## src/rtl/instr_fetch_unit.sv

```systemverilog
// Instruction fetch sequencer: reads opcodes from a one-cycle-latency memory,
// resolves JUMNZ locally and hands every other opcode to the decoder.
module instr_fetch_unit #(
  parameter int unsigned ADDR_W   = 8,
  parameter logic [7:0]  OP_JUMNZ = 8'd40,
  parameter logic [7:0]  OP_END   = 8'd38
) (
  input  logic              clock,
  input  logic              rst_n,
  input  logic              start,
  output logic [ADDR_W-1:0] mem_addr,
  output logic              mem_en_n,
  input  logic [7:0]        mem_data,
  input  logic              z_flag,
  output logic [7:0]        instr_out,
  output logic              instr_valid,
  input  logic              instr_ready,
  output logic              busy,
  output logic              done
);

  typedef enum logic [2:0] {
    IDLE, FETCH, WAIT, ISSUE, TGT_FETCH, TGT_WAIT, HALT
  } state_t;

  state_t            state;
  logic [ADDR_W-1:0] pc;
  logic [ADDR_W-1:0] pc_inc;
  logic [ADDR_W-1:0] jump_pc;

  assign pc_inc  = pc + ADDR_W'(1);
  // Taken jump loads the target byte; not-taken skips past it.
  assign jump_pc = z_flag ? pc_inc : ADDR_W'(mem_data);

  always_ff @(posedge clock or negedge rst_n) begin
    if (!rst_n) begin
      state       <= IDLE;
      pc          <= '0;
      mem_addr    <= '0;
      mem_en_n    <= 1'b1;
      instr_out   <= '0;
      instr_valid <= 1'b0;
      busy        <= 1'b0;
      done        <= 1'b0;
    end else begin
      unique case (state)
        IDLE, HALT: begin
          if (start) begin
            pc       <= '0;
            mem_addr <= '0;
            mem_en_n <= 1'b0;
            busy     <= 1'b1;
            done     <= 1'b0;
            state    <= FETCH;
          end
        end
        FETCH: begin
          mem_en_n <= 1'b1;
          state    <= WAIT;
        end
        WAIT: begin
          if (mem_data == OP_JUMNZ) begin
            pc       <= pc_inc;
            mem_addr <= pc_inc;
            mem_en_n <= 1'b0;
            state    <= TGT_FETCH;
          end else begin
            instr_out   <= mem_data;
            instr_valid <= 1'b1;
            state       <= ISSUE;
          end
        end
        ISSUE: begin
          if (instr_valid && instr_ready) begin
            instr_valid <= 1'b0;
            if (instr_out == OP_END && z_flag) begin
              busy  <= 1'b0;
              done  <= 1'b1;
              state <= HALT;
            end else begin
              pc       <= pc_inc;
              mem_addr <= pc_inc;
              mem_en_n <= 1'b0;
              state    <= FETCH;
            end
          end
        end
        TGT_FETCH: begin
          mem_en_n <= 1'b1;
          state    <= TGT_WAIT;
        end
        TGT_WAIT: begin
          pc       <= jump_pc;
          mem_addr <= jump_pc;
          mem_en_n <= 1'b0;
          state    <= FETCH;
        end
        default: state <= IDLE;
      endcase
    end
  end

endmodule

```

## config.mk

```make
export PLATFORM = sky130hd
export DESIGN_NAME = instr_fetch_unit
export DESIGN_NICKNAME = d
export VERILOG_FILES = /design/src/rtl/instr_fetch_unit.sv
export SDC_FILE = /design/constraint.sdc
export NUM_CORES = 1
export LEC_CHECK = 0
export CORE_ASPECT_RATIO = 0.9
export CORE_MARGIN = 2
export CORE_UTILIZATION = 37
export CTS_BUF_LIST = sky130_fd_sc_hd__clkbuf_4 sky130_fd_sc_hd__clkbuf_8 sky130_fd_sc_hd__clkbuf_16
export DETAILED_ROUTE_END_ITERATION = 12
export DONT_BUFFER_PORTS = 1
export SYNTH_ARGS = -nofsm -noshare
export SYNTH_HDL_FRONTEND = slang
export SYNTH_SLANG_ARGS = --single-unit
```

## constraint.sdc

```tcl
create_clock -name clock -period 4.15 [get_ports clock]
set_clock_uncertainty 0.15 [all_clocks]
set_input_delay 0.83 -clock clock [delete_from_list [all_inputs] [get_ports clock]]
set_output_delay 0.83 -clock clock [all_outputs]
set_load 0.005 [all_outputs]
```

# ---- Yosys cells after proc, flatten, opt, wreduce, memory -nomap -nowiden
# Cells that the tools add are included.
dict set report totals {
  reg_bits 23
  in_bits 13
  output_inout_bits 20
  word_cells 64
}
dict set report classes {
  addsub 1
  eq_ne 14
  muxes 26
  bitwise_logic 1
  reduce_logical 15
}
# cell count
set ops {}
lappend ops {{2-to-1 mux 8 bit} 5}
lappend ops {{one-hot mux 8 bit (4 select lines)} 1}
lappend ops {{one-hot mux 3 bit (6 select lines)} 1}
lappend ops {{== test 8 x 6 -> 1 bit, second input constant} 2}
lappend ops {{2-to-1 mux 3 bit} 4}
lappend ops {{inequality test 2 bit, second input constant} 6}
lappend ops {{2-to-1 mux 1 bit} 11}
lappend ops {{AND reduction 5 bit} 2}
lappend ops {{== test 3 bit, second input constant} 3}
lappend ops {{adder 8 x 1 -> 8 bit, second input constant} 1}
lappend ops {{== test 3 x 2 -> 1 bit, second input constant} 2}
lappend ops {{one-hot mux 1 bit (2 select lines)} 3}
lappend ops {{one-hot mux 1 bit (5 select lines)} 1}
lappend ops {{nonzero test 5 bit} 1}
lappend ops {{AND reduction 2 bit} 2}
lappend ops {{AND reduction 4 bit} 1}
lappend ops {{nonzero test 2 bit} 2}
lappend ops {{nonzero test 4 bit} 1}
lappend ops {{OR reduction 2 bit} 2}
lappend ops {{== test 3 x 1 -> 1 bit, second input constant} 1}
lappend ops {{zero test 3 bit} 1}
lappend ops {{AND reduction 3 bit} 1}
lappend ops {{logical AND 1 bit} 2}
lappend ops {{inverter 1 bit} 1}

# ---- Depth between registers and ports, before layout
dict set report depth {
  ltp_word 5
  ltp_mapped 6
  mapped_depth_nobuf 6
}

# ---- Worst setup path before layout
# No wires, ideal clock.
dict set report synth_timing {
  path_kind {input to register}
  start {input port mem_data[3]}
  end {register instr_out[0]}
  setup_time_ns 0.125
  arrival_time_ns 2.042
  required_ns 3.875
  slack_ns 1.833
  stages 5
  path_buffers 1
  path_cell_list {nor4b_2 and4b_2 nor3_2 buf_2 mux2_2}
}
dict set report synth_between {
  elab_chain_len 3
}
# item line_no
set synth_rtl {}
lappend synth_rtl {{start, declared} 13} ;# input logic [7:0] mem_data,
lappend synth_rtl {{== test 8 x 6 -> 1 bit} 62} ;# if (mem_data == OP_JUMNZ) begin
lappend synth_rtl {{inverter 1 bit (no source line)} n/a}
lappend synth_rtl {{AND reduction 2 bit (no source line)} n/a}
lappend synth_rtl {{end signal, assigned} 68} ;# instr_out <= mem_data;
lappend synth_rtl {{end, declared} 15} ;# output logic [7:0] instr_out,
# No other way between the ends.
# A chain may end at the register's enable or synchronous reset.

# ---- Worst setup path after layout
dict set report layout_timing {
  start {input port mem_data[3]}
  end {register pc[7]}
}
dict set report layout_between {
  elab_chain_len 3
}
# item line_no
set layout_rtl {}
lappend layout_rtl {{== test 8 x 6 -> 1 bit} 62}
lappend layout_rtl {{inequality test 2 bit (no source line)} n/a}
lappend layout_rtl {{AND reduction 5 bit (no source line)} n/a}
lappend layout_rtl {{end signal, assigned} 63} ;# pc <= pc_inc;
lappend layout_rtl {{end signal, assigned} 81} ;# pc <= pc_inc;
lappend layout_rtl {{end signal, assigned} 93} ;# pc <= jump_pc;
lappend layout_rtl {{end, declared} 27} ;# logic [ADDR_W-1:0] pc;
# No other way between the ends.

==> results_dict.tcl <==
set metrics [dict create \
    outcome "completed" \
    drt_wl_total_um 2940 \
    finalMaxSlewViolations 0 \
    ir_worst_vdd_mv 0.269 \
    stdcell_count 186 \
    drc 0 \
    grt_max_degree 24 \
    synth_flop_cell "dfrtp_1" \
    startpoint "mem_data[3]" \
    critPathCapture "pc[7]$_DFFE_PN0P_" \
    netlist_top_cells_count "dfrtp_1, nand2_1, o21ai_0, mux2_2" \
    synth-simple-area-share_pct 21.8 \
    cts_hold_buf 0 \
    fillers 354 \
    post-route-min-period_ps 2490 \
    critPathLaunchType "primary input" \
    syn_inst 140 \
    netlist_area_um2 1380 \
    max_cap_viol_count 0 \
    clockBufferDepth 2 \
    start_util_pct 37.7 \
    wl_per_cell_um 15.8 \
    vias 1046 \
    synth_top_family_by_area "simple AND/OR/NAND/NOR gates" \
    worst_pin_slew_ps 964 \
    synth_warnings 0 \
    io_buffers 0 \
    ant_nets 0 \
    die_h_um 61.9 \
    cts_tree "built" \
    setup_violations 0 \
    nets 155 \
    r2r_slack_ps 1730 \
    clkTransAtPathRegs_ps 80 \
    hpwl_um 2290 \
    drive_above_1_share_pct 17.1 \
    critical_path_peak_fanout 13 \
    drt_iter0_drc 20 \
    ys_types 43 \
    grt_overflow 0 \
    ys_seq_area_share_pct 41.9 \
    clock_sinks 23 \
    die_width_um 68.3 \
    crit_path_end_kind "register" \
    post_cts_resized 0 \
    ioPinCount 33 \
    cts_buffers 3 \
    syn-num-nets 154 \
    cts_root_buffer "clkbuf_8" \
    first_global_vias 1056 \
    yosys.area.top_type_share_pct 40.0 \
    track_usage_pct 15.6 \
    hp-class "primary input to async pin" \
    coreArea_um2 3650 \
    grt_pass1_wl_um 4900 \
    dp_cells 182 \
    yosys-mux-area-fraction_pct 9.81 \
    synth_edf_count 0 \
    yosys-top-cells-area "dfrtp_1, mux2_2, nand2_1, o21ai_0, mux2_1" \
    grt_setup_unrepaired "no" \
    vias_per_cell 5.62 \
    rows 21 \
    ys_seq_elements 23 \
    p_leak_nw 0.580 \
    synth-xor-area-share_pct 2.54 \
    synth_top_area_cell "dfrtp_1" \
    r2r_cells 4 \
    reg2reg_from "state[2]$_DFFE_PN0P_" \
    diodes 0 \
    drt_pass1_iterations 4 \
    synthToLayoutAreaGrowth_pct 6.27 \
    fin_crit_sh_pct 60.0 \
    tns_ps 0 \
    grt_antenna_before_repair 0 \
    ctsHtreeMaxLevel 1 \
    syn_avg_cell_area_um2 9.84 \
    yosysMostFrequentCell "dfrtp_1" \
    slew_headroom_pct 35.4 \
    final-hold-violation-count 0 \
    worstPathArrival_ps 2480 \
    synthAdderAreaFrac_pct 0.908 \
    max_freq_mhz 402 \
    die_area_um2 4230 \
    place_congestion 0.855 \
    power_density_nw_per_um2 634 \
    synth_compound_area_share_pct 20.0 \
    reg2reg_to "pc[7]$_DFFE_PN0P_" \
    path_class "primary input to register" \
    cts_setup_buffers 0 \
    clkLatencyLatePin_ps 270 \
    required_ps 4140 \
    async_flop_share_pct 100 \
]
==> routing by layer <==
metal	part of all wire [%]	track usage, %
met2	46	25.4
met3	8.0	5.05
met4	1.7	6.86
met1	45	19.1
met5	0	0
==> worst max-delay path, stage by stage <==
cell and delay, ps:
nor4b_2 130, and4b_2 260, nor3_2 740, nor2_4 150, mux2_1 370
==> report_power, final <==
part           internal [W]  total [W]  switching [W]
registers          0.000315   0.000433       0.000119
clock network     0.0000751   0.000145      0.0000694
logic              0.000172   0.000350       0.000178
==> worst min path at each step <==
stage / startpoint / end / slack, ps / depth (start not counted)
finish: rst_n / pc[1]$_DFFE_PN0P_ / 100 / 0
detailed placement: busy$_DFFE_PN0P_ / busy$_DFFE_PN0P_ / 350 / 1
global placement: busy$_DFFE_PN0P_ / busy$_DFFE_PN0P_ / 340 / 1
CTS: rst_n / instr_out[4]$_DFFE_PN0P_ / 90 / 0
global route: rst_n / instr_out[2]$_DFFE_PN0P_ / 80 / 0
floorplan: busy$_DFFE_PN0P_ / busy$_DFFE_PN0P_ / 320 / 1
==> flip-flops by register name, indices dropped and copies added, names as in the netlist <==
signal and flops:
mem_en_n 1, busy 1, instr_valid 1, instr_out 8
pc 8, done 1, state 3
==> kinds of logic after synthesis <==
| kind of cell | after synthesis |
|---|---|
| AO/OA/AOI/OAI | 37 |
| adder cells (fa/ha/maj) | 1 |
| multiplexers | 12 |
| flip-flops | 23 |
| AND/OR/NAND/NOR | 53 |
| XOR/XNOR | 4 |
| buffers and inverters | 10 |
==> placed cells by master (no fill, tap or decap), types with 2 or more instances in the layout <==
cell type / count
a22oi_1: 2
clkbuf_8: 3
o31ai_1: 2
a21oi_2: 2
o21ai_0: 10
a22o_1: 3
nor2b_1: 4
nor3_1: 3
a211oi_1: 2
o21bai_1: 2
a21oi_1: 4
inv_1: 6
nand4_1: 2
or3_1: 2
nand2b_1: 3
mux2_1: 4
mux2_2: 8
dfrtp_1: 22
nand2_1: 18
nor2_1: 6
nand3_1: 6
o2bb2ai_1: 2
xnor2_1: 3
==> layout make-up <==
type / count / area (um^2) / share of cell area (%)
flip-flops and latches: 23 / 577 / 39.4
inverters: 6 / 22.5 / 1.54
multi-input cells: 107 / 758 / 51.8
well taps: 46 / 57.6 / 3.93
clock buffers: 4 / 48.8 / 3.33
==> per-stage QoR <==
| stage | setup slack [ps] | hold slack [ps] | power, W | area, um^2 | utilization (%) |
|---|---|---|---|---|---|
| 6_report | 1660 | 97.8 | 0.000928 | 1460 | 40.1 |
| 5_1_grt | 1610 | 83.8 | 0.00101 | 1460 | 40.1 |
| 4_1_cts | 1660 | 88.2 | 0.000944 | 1460 | 40.1 |
| 3_5_place_dp | 1370 | 350 | 0.000795 | 1420 | 38.7 |
| 3_3_place_gp | 1450 | 344 | 0.000784 | 1420 | 38.7 |
| 2_1_floorplan | 1830 | 324 | 0.000721 | 1380 | - |
No activity file was read; power rests on OpenSTA's default activity.
